File: src/rtl/sync_fifo_pkg.sv
// Shared defaults and sizing helper for the flexible-depth synchronous FIFO.
package sync_fifo_pkg;

   localparam int unsigned DEF_DATA_WIDTH    = 8;
   localparam int unsigned DEF_FIFO_DEPTH    = 12;
   localparam int unsigned DEF_AEMPTY_THRESH = 2;
   localparam int unsigned DEF_FWFT          = 0;

   // Bits needed to hold an occupancy of 0..depth inclusive.
   function automatic int cnt_width(input int depth);
      return $clog2(depth + 1);
   endfunction

endpackage

File: src/rtl/fifo_mem.sv
// Simple dual-port storage: registered write, asynchronous read, contents never reset.
module fifo_mem
   import sync_fifo_pkg::*;
#(
   parameter int unsigned DATA_WIDTH = DEF_DATA_WIDTH,
   parameter int unsigned DEPTH      = DEF_FIFO_DEPTH,
   parameter int unsigned AW         = 4
)(
   input  logic                  clk_i,
   input  logic                  we_i,
   input  logic [AW-1:0]         waddr_i,
   input  logic [DATA_WIDTH-1:0] wdata_i,
   input  logic [AW-1:0]         raddr_i,
   output logic [DATA_WIDTH-1:0] rdata_o
);

   logic [DATA_WIDTH-1:0] mem_q [DEPTH];

   always_ff @(posedge clk_i) begin
      if (we_i) begin
         mem_q[waddr_i] <= wdata_i;
      end
   end

   assign rdata_o = mem_q[raddr_i];

endmodule

File: src/rtl/sync_fifo_flex.sv
// Synchronous FIFO of arbitrary depth with registered count/flags, sticky
// error flags and a selectable standard or first-word-fall-through read port.
module sync_fifo_flex
   import sync_fifo_pkg::*;
#(
   parameter int unsigned DATA_WIDTH    = DEF_DATA_WIDTH,
   parameter int unsigned FIFO_DEPTH    = DEF_FIFO_DEPTH,
   parameter int unsigned AFULL_THRESH  = FIFO_DEPTH - 2,
   parameter int unsigned AEMPTY_THRESH = DEF_AEMPTY_THRESH,
   parameter int unsigned FWFT          = DEF_FWFT
)(
   input  logic                             clk,
   input  logic                             rst,
   input  logic                             wr_en,
   input  logic [DATA_WIDTH-1:0]            data_in,
   input  logic                             rd_en,
   input  logic                             clr_err,
   output logic [DATA_WIDTH-1:0]            data_out,
   output logic                             data_valid,
   output logic                             full,
   output logic                             empty,
   output logic                             almost_full,
   output logic                             almost_empty,
   output logic [cnt_width(FIFO_DEPTH)-1:0] count,
   output logic                             overflow,
   output logic                             underflow
);

   localparam int unsigned AW = $clog2(FIFO_DEPTH);
   localparam int unsigned CW = cnt_width(FIFO_DEPTH);

   if (!(FIFO_DEPTH >= 2 && DATA_WIDTH >= 1 && AEMPTY_THRESH >= 1 &&
         AEMPTY_THRESH < AFULL_THRESH && AFULL_THRESH <= FIFO_DEPTH)) begin : g_bad_params
      $error("sync_fifo_flex: illegal parameter combination");
   end

   logic [AW-1:0]         wr_idx_q, wr_idx_d;
   logic [AW-1:0]         rd_idx_q, rd_idx_d;
   logic [CW-1:0]         count_q, count_d;
   logic                  ovf_q, ovf_d;
   logic                  unf_q, unf_d;
   logic                  wr_acc, rd_acc;
   logic [DATA_WIDTH-1:0] rdata;

   // Explicit wrap so non-power-of-two depths never touch an unused slot.
   function automatic logic [AW-1:0] next_idx(input logic [AW-1:0] idx);
      return (idx == AW'(FIFO_DEPTH - 1)) ? '0 : idx + 1'b1;
   endfunction

   assign full         = (count_q == CW'(FIFO_DEPTH));
   assign empty        = (count_q == '0);
   assign almost_full  = (count_q >= CW'(AFULL_THRESH));
   assign almost_empty = (count_q <= CW'(AEMPTY_THRESH));
   assign count        = count_q;
   assign overflow     = ovf_q;
   assign underflow    = unf_q;

   always_comb begin
      wr_acc   = wr_en && !full;
      rd_acc   = rd_en && !empty;
      wr_idx_d = wr_idx_q;
      rd_idx_d = rd_idx_q;
      count_d  = count_q;
      ovf_d    = ovf_q;
      unf_d    = unf_q;

      if (wr_acc) wr_idx_d = next_idx(wr_idx_q);
      if (rd_acc) rd_idx_d = next_idx(rd_idx_q);

      case ({wr_acc, rd_acc})
         2'b10:   count_d = count_q + 1'b1;
         2'b01:   count_d = count_q - 1'b1;
         default: count_d = count_q;
      endcase

      // A new error in the same cycle as clr_err must survive the clear.
      if (clr_err)         ovf_d = 1'b0;
      if (wr_en && full)   ovf_d = 1'b1;
      if (clr_err)         unf_d = 1'b0;
      if (rd_en && empty)  unf_d = 1'b1;
   end

   always_ff @(posedge clk) begin
      if (rst) begin
         wr_idx_q <= '0;
         rd_idx_q <= '0;
         count_q  <= '0;
         ovf_q    <= 1'b0;
         unf_q    <= 1'b0;
      end else begin
         wr_idx_q <= wr_idx_d;
         rd_idx_q <= rd_idx_d;
         count_q  <= count_d;
         ovf_q    <= ovf_d;
         unf_q    <= unf_d;
      end
   end

   fifo_mem #(
      .DATA_WIDTH (DATA_WIDTH),
      .DEPTH      (FIFO_DEPTH),
      .AW         (AW)
   ) u_mem (
      .clk_i   (clk),
      .we_i    (wr_acc),
      .waddr_i (wr_idx_q),
      .wdata_i (data_in),
      .raddr_i (rd_idx_q),
      .rdata_o (rdata)
   );

   if (FWFT == 0) begin : g_std
      logic [DATA_WIDTH-1:0] dout_q;
      logic                  dv_q;

      always_ff @(posedge clk) begin
         if (rst) begin
            dout_q <= '0;
            dv_q   <= 1'b0;
         end else begin
            dv_q <= rd_acc;
            if (rd_acc) dout_q <= rdata;
         end
      end

      assign data_out   = dout_q;
      assign data_valid = dv_q;
   end else begin : g_fwft
      // Head slot is read combinationally; a write into empty shows once count leaves 0.
      assign data_out   = empty ? '0 : rdata;
      assign data_valid = !empty;
   end

endmodule

File: config.mk
export PLATFORM = sky130hd
export DESIGN_NAME = sync_fifo_flex
export DESIGN_NICKNAME = d
export VERILOG_FILES = /design/src/rtl/sync_fifo_pkg.sv /design/src/rtl/fifo_mem.sv /design/src/rtl/sync_fifo_flex.sv
export SDC_FILE = /design/constraint.sdc
export NUM_CORES = 1
export LEC_CHECK = 0
export BUFFER_PORTS_ARGS = -buffer_cell sky130_fd_sc_hd__buf_2
export CAP_MARGIN = 10
export CORE_MARGIN = 2
export CORE_UTILIZATION = 55
export DETAILED_ROUTE_END_ITERATION = 8
export PLACE_DENSITY = 0.73
export SLEW_MARGIN = 20
export SYNTH_ARGS = -nofsm -noshare
export SYNTH_HDL_FRONTEND = slang
export SYNTH_SLANG_ARGS = --single-unit
File: constraint.sdc
create_clock -name clk -period 5.4 [get_ports clk]
set_input_delay 1.08 -clock clk [delete_from_list [all_inputs] [get_ports clk]]
set_output_delay 1.08 -clock clk [all_outputs]
set_load 0.1 [all_outputs]
Word level (Yosys, flattened, before mapping)
Memories as Yosys holds them, arrays and structs flattened. A register that Yosys moved wholly into a read port is not among the register bits.
Cells that the tools add are included.

word-level totals
  flip-flop bits (word level) = 15
  bits in latches = 0
  memory bits (writable) = 96
  memory bits (read-only) = 0
  bits of input ports = 13
  output and inout bits = 19
  logic and storage cells = 36
  memories = 1

memories
  name         depth  width  rd ports  clocked after Yosys merged registers in  write ports  RTL line        text
  u_mem.mem_q  12     8      1         1                                        1            fifo_mem.sv:17  logic [DATA_WIDTH-1:0] mem_q [DEPTH];

operators by class
  $add $sub $neg = 4
  multipliers = 0
  divide/modulo/power cells = 0
  order comparisons = 2
  equality and inequality tests = 5
  shift-type cells = 0
  muxes and demuxes = 8
  bitwise operators = 0
  reductions and logical operators = 10

operators by type and width
  kind                                                 number
  adder 4 x 1 -> 4 bit, second input constant          3
  equality test 4 bit, second input constant           3
  2-to-1 mux 4 bit                                     2
  one-hot mux 4 bit (2 select lines)                   1
  nonzero test 2 bit                                   3
  2-to-1 mux 1 bit                                     5
  >= comparator 4 bit, second input constant           1
  <= comparator 4 x 2 -> 1 bit, second input constant  1
  logical AND 1 bit                                    4
  logical NOT 4 bit                                    1
  subtractor 4 x 1 -> 4 bit, second input constant     1
  equality test 2 x 1 -> 1 bit, second input constant  1
  equality test 2 bit, second input constant           1
  logical NOT 1 bit                                    2

Logic depth before layout (Yosys ltp)
  word-level depth = 5
  depth in mapped cells = 11
  gate-level depth less buffers = 9

Cells and area by module
Synthesis repeated with hierarchy kept, for this count alone.

second synthesis, totals
  cell total of the unflattened synthesis = 304
  area total of the unflattened synthesis = 4,839.6 µm²

modules (own cells, without submodules)
  module          instances  cells each  area an instance (µm²)  sequential area each (µm²)
  fifo_mem        1          174         3,713.6                 2,882.8
  sync_fifo_flex  1          130         1,126.1                 460.4

Worst setup path after synthesis
Ideal clock, no wire load.

  path kind = reg-to-output
  start point = register count_q[0] (netlist: count[0])
  end point = output empty
  data arrival time = 3,948 ps
  data required time = 4,320 ps
  path slack = 372 ps
  stages on the path, launching flop included = 3
  path buffers = 1
  path through = dfxtp_1 > buf_2 > nor4_1

on the way
  longest elaborated chain between the ends = 1

RTL lines
  what                      RTL line              text
  start: declaration        sync_fifo_flex.sv:39  logic [CW-1:0] count_q, count_d;
  start signal: assignment  sync_fifo_flex.sv:93  count_q <= count_d;
  logical NOT 4 bit         sync_fifo_flex.sv:51  assign empty = (count_q == '0);
  end: declaration          sync_fifo_flex.sv:21  output logic empty,

No other way between the ends.

Worst setup path in the final report
Ends and elaborated chain as after synthesis.

==> summary.md <==
| Metric | Value |
|---|---|
| Max stage delay cell, worst path | `buf_2` |
| CTS clk-pin slew, worst paths | `0.05 ns` |
| Critical path fanouts, max | `10` |
| Synth top area share | `0.5911` |
| Synth Area in XOR/XNOR | `0.005387` |
| Mux contribution to synthesized area | `0.1462` |
| Post-route ant nets | `0` |
| Setup Fix Bufs, Post-CTS | `0` |
| Clk_lat worst skew | `0.51 ns` |
| Tmin final | `2.922 ns` |
| Resize count post-CTS | `0` |
| I/O pin cnt | `32` |
| Die H | `98.17 um` |
| Total Wirelength | `9327 um` |
| Synth Area in Compound Gates | `0.04977` |
| TNS Setup | `0 ns` |
| Lkg Pwr | `1.982 nW` |
| Post-Synth Simple-Gate Area | `0.06927` |
| Total GRT Usage | `0.2070` |
| Overflow after GRT | `0` |
| Wire per inst | `21.39 um` |
| Slew @ Worst Pin | `1.107 ns` |
| Post-DP HPWL | `5323 um` |
| Yosys cell types | `40` |
| RSZ-0062 raised after global routing | `no` |
| Hold Path Class | `reg2reg` |
| Placer Congestion | `0.7506` |
| R2R Setup Slk | `2.50 ns` |
| Die ar. | `0.009636 mm2` |
| Clk root buf | `clkbuf_8` |
| Final worst-path cycle share | `0.5411` |
| Layout cells sized above 1 | `0.2530` |
| Vias | `2587` |
| Synth area leader | `edfxtp_1` |
| Die W | `98.17 um` |
| Synth area leaders | `edfxtp_1 (59%), dfxtp_1 (9.4%), mux4_2 (6.0%)` |
| CTS Hold Buffers Added | `0` |
| Place WS | `2.269 ns` |
| Post-synth ARST share | `0` |
| Post-route DRC | `0` |
| Inserted Clock Buffers | `17` |
| Commonest non-fill, non-tap cell in the layout | `edfxtp_1` |
| Skew final | `0.01562 ns` |
| Seq cells post-synth | `119` |
| Sequential share of the synthesized area | `0.6855` |
| First DRT Iteration DRCs | `205` |
| CP required | `4.32 ns` |
| Main combinational cell family by area after synthesis | `multiplexers` |
| Max-cap check violation count | `0` |
| CTS Buffer Depth | `2` |
| Vias in the first global route | `2546` |
| Worst Setup Path Type | `reg2out` |
| Crit-path cells | `nor4_1 > buf_2` |
| Final Setup Violations | `0` |
| Initial core utilization | `0.5620` |
| Num rows | `34` |
| Power Density | `523.4 mW/mm2` |
| Drt via density | `5.933` |
| Status | `complete, no violations` |
| Most frequent cells in the layout | `edfxtp_1 (96), buf_2 (31), dfxtp_1 (23)` |
| Post-synthesis cell count | `279` |
| Largest net degree at the start of global routing | `28` |
| Clock sink count | `119` |
| Worst hold margin | `0.5456 ns` |
| Hold Vio Cnt, Final | `0` |
| Area grow syn2layout | `17.09%` |
| Slowest stage delay, CP | `0.50 ns` |
| Buffers on Ports | `31` |
| First-pass GRT wire length | `14200 um` |
| Syn Area/Cell | `17.48 um2` |
| Initial antenna violation count | `0` |
| Worst vdd ir | `265.6 uV` |
| Final design utilization | `0.6580` |
| H-tree lvl count | `4` |
| Top_reg_cell synth | `edfxtp_1` |
| Critical path startpoint category | `register` |
| Arr. time, crit path | `1.84 ns` |
| Initial DRT Pass Iterations | `7` |
| Relative slew slack | `0.2564` |
| Final WS setup | `2.478 ns` |
| # diodes | `0` |
| Post-route cell area | `0.005710 mm2` |
| CTS tree | `yes` |
| Core ar. | `0.008678 mm2` |
| EDFF count, synth | `96` |
| Mapped Nets | `300` |
| Yosys Warn Count | `0` |
| Critical Path End Type | `output port` |
| Fmax | `342.3 MHz` |
| Final Slew Violations | `0` |
| Placed inst area | `0.005101 mm2` |
| Syn Std Cell Area | `0.004877 mm2` |
| Adder-cell share of the synthesized area | `0.02052` |
| Fin nets | `337` |
## critical path: cells and delay by family, from the launching register on
kind	cells	cell delay, ns
AND/OR/NAND/NOR	1	0.42
flip-flops	1	0.42
buffers and inverters	1	0.50
## through the flow
stage	total power, W	std cells
6_report	0.002989	436
5_1_grt	0.003092	436
3_5_place_dp	0.001859	405
4_1_cts	0.003008	436
3_3_place_gp	0.001848	405
2_1_floorplan	0.001757	279
## cell families (layout without fill, tap and decap cells)
group,Yosys count,count (layout)
xor+xnor,3,3
fa+ha+maj,8,8
mux,36,36
flops,119,119
compound gates,32,32
simple gates,59,59
buf+inv,22,71
## cell type report
class                   count  area (um2)
flip-flops and latches    119        3343
fillers                   618        2968
multi-input cells         138        1431
clock buffers              19       421.7
clock inverters            12       182.7
repair buffers             33       170.2
well taps                 108       135.1
inverters                   7       26.28
## report_power, final
part / leakage [nW] / internal (W) / switching (W) / total, W
sequential: 1.06 / 0.00104 / 0.0000614 / 0.00110
clock: 0.292 / 0.000783 / 0.000363 / 0.00115
combinational: 0.634 / 0.000213 / 0.000526 / 0.000738
total: 1.98 / 0.00204 / 0.000950 / 0.00299
## cells in the mapped netlist, types with 2 or more instances
cell type and count:
a21oi_1 10, a221o_1 8, and2_1 11, buf_1 2, buf_2 5, clkbuf_1 5, dfxtp_1 23, edfxtp_1 96
ha_1 8, inv_1 7, mux2_2 9, mux2i_1 3, mux4_1 11, mux4_2 13, nand2_1 7, nor2_1 14
nor2b_1 4, nor3_1 3, nor3b_1 11, nor4_1 2, o21ai_0 6, xor2_1 3
## per-layer routing
metal  track usage  vias up  wire, um  part of all wire
li1              -     1192         -                 -
met1        0.2672     1304      3850              0.41
met2        0.3372       75      4783              0.51
met3       0.05512       16       497             0.053
met4       0.08641        0       195             0.021
met5             0        -         0                 0
## registers in the layout (all words and copies together) (netlist names)
name and flops:
overflow 1, data_valid 1, data_out 8, count 4, rd_idx_q 4, underflow 1, wr_idx_q 4, u_mem.mem_q 96
## final timing paths
| path | from | end | cells after the start |
|---|---|---|---|
| max | count[0] | empty | 2 |
| min | wr_idx_q[0] | wr_idx_q[0] | 2 |
| max reg2reg | count[0] | count[2] | 9 |
| min reg2reg | wr_idx_q[0] | wr_idx_q[0] | 2 |
(Power assumes the default switching activity.)
